### config.mk
export PLATFORM = sky130hd
export DESIGN_NAME = wb_sweep_master
export DESIGN_NICKNAME = d
export VERILOG_FILES = /design/src/rtl/wb_sweep_master_pkg.sv /design/src/rtl/wb_sweep_master.sv
export SDC_FILE = /design/constraint.sdc
export NUM_CORES = 1
export LEC_CHECK = 0
export ABC_AREA = 0
export CAP_MARGIN = 20
export CORE_ASPECT_RATIO = 0.6
export CORE_MARGIN = 2
export CORE_UTILIZATION = 25
export DETAILED_ROUTE_END_ITERATION = 7
export GPL_TIMING_DRIVEN = 0
export PLACE_DENSITY = 0.53
export SKIP_LAST_GASP = 1
export SYNTH_ARGS = -nofsm -noshare
export SYNTH_HDL_FRONTEND = slang
export SYNTH_SLANG_ARGS = --single-unit
### constraint.sdc
create_clock -name i_clk -period 7.9 [get_ports i_clk]
set_input_delay 1.58 -clock i_clk [delete_from_list [all_inputs] [get_ports i_clk]]
set_output_delay 1.58 -clock i_clk [all_outputs]
set_load 0.02 [all_outputs]
### src/rtl/wb_sweep_master_pkg.sv
// Shared bus package for the sweep master: FSM encoding, timeout default,
// Wishbone select constant and the bus address map pages.
package wb_sweep_master_pkg;

  typedef enum logic [1:0] {
    ST_IDLE     = 2'd0,
    ST_REQ      = 2'd1,
    ST_WAIT_ACK = 2'd2,
    ST_DWELL    = 2'd3
  } state_e;

  localparam int unsigned TIMEOUT_DEFAULT = 255;

  localparam logic [3:0]  WB_SEL_ALL        = 4'hF;
  localparam logic [29:0] ADDR_CONTROL_PAGE = 30'h0000_2040;
  localparam logic [29:0] ADDR_FM_PAGE      = 30'h0000_2080;
  localparam logic [29:0] ADDR_LO_PAGE      = 30'h0000_20C0;

  // Sweep values wrap modulo 2^32.
  function automatic logic [31:0] next_value(input logic [31:0] value,
                                             input logic [31:0] step);
    return value + step;
  endfunction

endpackage

### src/rtl/wb_sweep_master.sv
// Pipelined Wishbone master that writes an arithmetic sweep of values to one
// register, with per-write dwell, abort, bus-error and ack-timeout handling.
module wb_sweep_master
  import wb_sweep_master_pkg::*;
#(
  parameter int DWELL_BITS = 24,
  parameter int TIMEOUT    = TIMEOUT_DEFAULT
) (
  input  logic                  i_clk,
  input  logic                  i_reset,
  input  logic                  i_start,
  input  logic                  i_abort,
  input  logic [29:0]           i_base_addr,
  input  logic [31:0]           i_start_value,
  input  logic [31:0]           i_step,
  input  logic [15:0]           i_count,
  input  logic [DWELL_BITS-1:0] i_dwell,
  output logic                  o_wb_cyc,
  output logic                  o_wb_stb,
  output logic                  o_wb_we,
  output logic [29:0]           o_wb_addr,
  output logic [31:0]           o_wb_data,
  output logic [3:0]            o_wb_sel,
  input  logic                  i_wb_stall,
  input  logic                  i_wb_ack,
  input  logic                  i_wb_err,
  output logic                  o_busy,
  output logic                  o_done,
  output logic                  o_err
);

  localparam int TW = $clog2(TIMEOUT + 1);
  localparam logic [TW-1:0] TMO_LAST = TW'(TIMEOUT - 1);

  state_e                  state_q;
  logic                    cyc_q, stb_q, we_q, busy_q, done_q, err_q, abort_q;
  logic [29:0]             addr_q;
  logic [31:0]             data_q, step_q;
  logic [15:0]             remaining_q;
  logic [DWELL_BITS-1:0]   dwell_q, dwell_cnt_q;
  logic [TW-1:0]           timer_q;
  logic [31:0]             data_d;

  assign data_d = next_value(data_q, step_q);

  // NOTE: all state, outputs and datapath use non-blocking assignments in this
  // one clocked block so every output is a flop and reads see pre-edge values.
  always_ff @(posedge i_clk) begin
    if (i_reset) begin
      state_q     <= ST_IDLE;
      cyc_q       <= 1'b0;
      stb_q       <= 1'b0;
      we_q        <= 1'b0;
      busy_q      <= 1'b0;
      done_q      <= 1'b0;
      err_q       <= 1'b0;
      abort_q     <= 1'b0;
      addr_q      <= '0;
      data_q      <= '0;
      step_q      <= '0;
      remaining_q <= '0;
      dwell_q     <= '0;
      dwell_cnt_q <= '0;
      timer_q     <= '0;
    end else begin
      done_q <= 1'b0;
      err_q  <= 1'b0;
      unique case (state_q)
        ST_IDLE: begin
          if (i_start) begin
            addr_q      <= i_base_addr;
            data_q      <= i_start_value;
            step_q      <= i_step;
            dwell_q     <= i_dwell;
            remaining_q <= i_count;
            abort_q     <= 1'b0;
            if (i_count == 16'd0) begin
              done_q <= 1'b1;
            end else begin
              state_q <= ST_REQ;
              cyc_q   <= 1'b1;
              stb_q   <= 1'b1;
              we_q    <= 1'b1;
              busy_q  <= 1'b1;
            end
          end
        end
        ST_REQ: begin
          if (i_abort) begin
            state_q <= ST_IDLE;
            cyc_q   <= 1'b0;
            stb_q   <= 1'b0;
            we_q    <= 1'b0;
            busy_q  <= 1'b0;
            done_q  <= 1'b1;
          end else if (!i_wb_stall) begin
            state_q <= ST_WAIT_ACK;
            stb_q   <= 1'b0;
            timer_q <= '0;
          end
        end
        ST_WAIT_ACK: begin
          if (i_abort) abort_q <= 1'b1;
          // Error beats a same-cycle ack; abort only decides what follows an ack.
          if (i_wb_err || (!i_wb_ack && timer_q == TMO_LAST)) begin
            state_q <= ST_IDLE;
            cyc_q   <= 1'b0;
            we_q    <= 1'b0;
            busy_q  <= 1'b0;
            err_q   <= 1'b1;
          end else if (i_wb_ack) begin
            cyc_q       <= 1'b0;
            we_q        <= 1'b0;
            data_q      <= data_d;
            remaining_q <= remaining_q - 16'd1;
            if (remaining_q == 16'd1 || abort_q || i_abort) begin
              state_q <= ST_IDLE;
              busy_q  <= 1'b0;
              done_q  <= 1'b1;
            end else begin
              state_q     <= ST_DWELL;
              dwell_cnt_q <= dwell_q;
            end
          end else begin
            timer_q <= timer_q + TW'(1);
          end
        end
        ST_DWELL: begin
          if (i_abort) begin
            state_q <= ST_IDLE;
            busy_q  <= 1'b0;
            done_q  <= 1'b1;
          end else if (dwell_cnt_q < DWELL_BITS'(2)) begin
            // The ack-exit cycle counts as the first idle cycle; dwell 0 acts as 1.
            state_q <= ST_REQ;
            cyc_q   <= 1'b1;
            stb_q   <= 1'b1;
            we_q    <= 1'b1;
          end else begin
            dwell_cnt_q <= dwell_cnt_q - DWELL_BITS'(1);
          end
        end
        default: state_q <= ST_IDLE;
      endcase
    end
  end

  assign o_wb_cyc  = cyc_q;
  assign o_wb_stb  = stb_q;
  assign o_wb_we   = we_q;
  assign o_wb_addr = addr_q;
  assign o_wb_data = data_q;
  assign o_wb_sel  = WB_SEL_ALL;
  assign o_busy    = busy_q;
  assign o_done    = done_q;
  assign o_err     = err_q;

endmodule

==> results.toml, run 1 <==
[run_status]
status = "finished clean"

[worst_setup_path]
critPathCaptureType = "flop"
cpPeakStageDelay_ns = 0.62
critPathSlowestCell = "clkbuf_1"
worstPathArrival_ns = 4.60
crit_fanout = 10
cp_data_required_time_ns = 8.27
crit_buf_inv = 3
crit_top_cell = "clkbuf_1"
critical-path-top-delay-family = "buffers and inverters"
r2r_cells = 8
r2r-start = "state_q[0]"
path_class = "input pin to flop"
critPathLaunchType = "input pin"
r2r-end = "o_wb_data[8]"
crit_chain = "clkdlybuf4s50_1 -> nand2_1 -> a22oi_1 -> clkbuf_1 -> clkbuf_1 -> o21ai_0 -> a21oi_1"
rrSetupSlack_ns = 4.61

[sta]
setup_viol = 0
slew_headroom_pct = 42.29
min_period_ns = 4.228
period_share_pct = 53.53
finalHoldWorstSlack_ns = 0.4545
rsz0062_at_grt = "no"
max_freq_ghz = 0.2365
hold_viol_final = 0
fin_skew_ns = 0.01485
maxSlewViolCount = 0
fin_tns_setup_ns = 0
worst_pin_slew_ns = 0.8657

[cells_and_area]
n_antenna_cell = 0
areaGrowthSynthToFinish_pct = 34.93
seq_area_mm2 = 0.003483
multi_input_area_mm2 = 0.005588
nFillCells = 4024
nNetsFinal = 1666
layout-drive-gt1-share_pct = 4.078
stdcell_count = 2009

[grt]
antenna_found_initial = 0
grt_usage_pct = 18.72
use_met1_pct = 28.43
grt_pass1_vias = 9359
busiest_layer = "met1"
grt.met2_usage_pct = 25.72
grt_pass1_wl_um = 56750
grt_max_degree = 17
grt_use_met3_pct = 4.920
gr-total-overflow = 0

[cts]
cts.htree.levels = 4
clock_sinks = 174
post_cts_resized = 0
clkLatencyLatePin_ns = 0.45
cts_setup_buffers = 0
clockBufferDepth = 2
cts_root_buf = "clkbuf_16"
clk_pin_slew_ns = 0.07
ctsHoldBuffers = 0
cts_tree = "done"
cts_made_buffers = 17

[drt]
wirelength_um = 37890
vias = 10064
viasPerCell = 5.009
drc_errors = 0
drt_iter0_drc = 766
wl_per_cell_um = 18.86
postRouteAntennaNets = 0
dr.pass1.iters = 6

[floorplan]
die_h_um = 155.1
start_util_pct = 25.31
dieArea_mm2 = 0.03967
rows = 55
ios = 213
die_width_um = 255.8
core_region_area_mm2 = 0.03757

[synthesis]
ys_types = 71
synthFlopType = "dfxtp_1"
synth_largest_area_cell = "dfxtp_1"
synth_top_area_share_pct = 36.62
synth_edf_count = 0
synth_cells = 1254
async_flop_share_pct = 0
yosys-top-cells-area = "dfxtp_1 (37%), nand2_1 (9.8%), a21oi_1 (9.5%)"
avgSynthCellArea_um2 = 7.585
synth_seq_cells = 174
synth-seq-area-share_pct = 36.62
synth_area_mm2 = 0.009512
synth.yosys.warnings = 0

[placement]
gp_congestion = 0.9068
dp.cells = 1977
port-buffer-count = 207
dp_hpwl_um = 29080

[min_path]
hold_end = "o_wb_addr[23]"
hp-class = "flop to flop"
worstHoldStart = "o_wb_addr[23]"
holdPathStages = 2

[job]
cap_violations = 0

[pwr]
cellLeakagePower_uw = 0.004817
powerDensity_mw_per_mm2 = 198.4
ir_worst_vdd_uv = 154.3
## cells in the final DEF, fill, tap and decap left out, types with 26 or more instances in the layout
master           synthesis  final
a211oi_1                28     28
a21oi_1                181    181
clkbuf_1                72     72
clkdlybuf4s50_1          0    207
dfxtp_1                174    174
ha_1                    41     41
inv_1                   26     26
nand2_1                248    248
nor2_1                  79     79
o21ai_0                 64     64
## worst min-delay path, stage by stage (launching register included)
cell and delay [ns]:
dfxtp_1 0.31, nand2_1 0.05, a21oi_1 0.05
## sequential cells by signal, summed over array words and instances (netlist names)
name and cells:
o_wb_data 32, step_q 32, o_wb_addr 30, dwell_cnt_q 24, dwell_q 24, remaining_q 16, timer_q 8, state_q 2
abort_q 1, o_busy 1, o_done 1, o_err 1, o_wb_stb 1, o_wb_we 1
## logic make-up after synthesis
group                    Yosys count  share of synthesized area (%)
AND/OR/NAND/NOR                  482                          23.30
AO/OA/AOI/OAI                    396                          25.26
flip-flops                       174                          36.62
buffers and inverters            114                          4.749
adder cells (fa/ha/maj)           42                          5.604
XOR/XNOR                          29                          2.670
multiplexers                      16                          1.763
other                              1                        0.03943
## power by group
group	internal (uW)	switching, uW	total (uW)
registers	944	60.7	1000
logic	272	380	652
clock network	481	408	890
total	1700	849	2550
## how the worst max path moves through the flow
stage	startpoint	cells after the start	endpoint	slack [ns]
2_1_floorplan	i_wb_ack	8	timer_q[7]	4.82
3_3_place_gp	i_start	7	o_wb_data[31]	3.30
3_5_place_dp	i_start	7	o_wb_data[8]	3.26
4_1_cts	i_start	7	o_wb_data[8]	3.74
5_1_grt	i_start	7	o_wb_data[8]	3.69
6_report	i_start	7	o_wb_data[8]	3.67
## synth_stat cells, drive strengths merged, types with 21 or more instances
cell	number
clkbuf	72
nand2	249
dfxtp	174
a211oi	28
inv	26
o21ai	65
a21o	21
nor3	22
a21oi	181
nand3	24
ha	41
nor2	79
## cell type report
cell class                      count  share of cell area (%)
Buffer                             87                   2.730
Timing Repair Buffer              207                   16.15
Tap cell                          513                   5.001
Multi-Input combinational cell    969                   43.54
Inverter                           27                  0.7897
Clock inverter                     14                   1.228
Clock buffer                       18                   3.422
Sequential cell                   174                   27.14
## stage by stage
step / power, uW / setup slack (ns) / utilization (%) / cell area [um2]
finish: 2547 / 3.672 / 34.16 / 12830
CTS: 2566 / 3.739 / 34.16 / 12830
floorplan: 1383 / 4.821 / - / 9523
detailed placement: 1670 / 3.265 / 32.57 / 12240
global route: 2672 / 3.691 / 34.16 / 12830
global placement: 1664 / 3.297 / 32.57 / 12240
## per-layer routing
layer	vias up	part of all wire [%]
met2	391	39
met3	32	8.2
li1	4942	-
met4	0	1.9
met1	4699	51
met5	-	0
(Power assumes the default switching activity.)
==> inputs of run 2 (changes only) <==
Clock period 7.9 ns to 4 ns, I/O delays scaled along.
==> results of run 2 <==
Same layout as run 1 (identical final DEF). Status: finished clean.
Main changes from that run: setup slack after placement 3.265 ns -> 0.1450 ns; setup slack after layout 3.672 ns -> 0.5515 ns; register-to-register setup slack 4.61 ns -> 0.71 ns; total power 2547 uW -> 5030 uW; worst IR drop on VDD 154.3 uV -> 304.8 uV
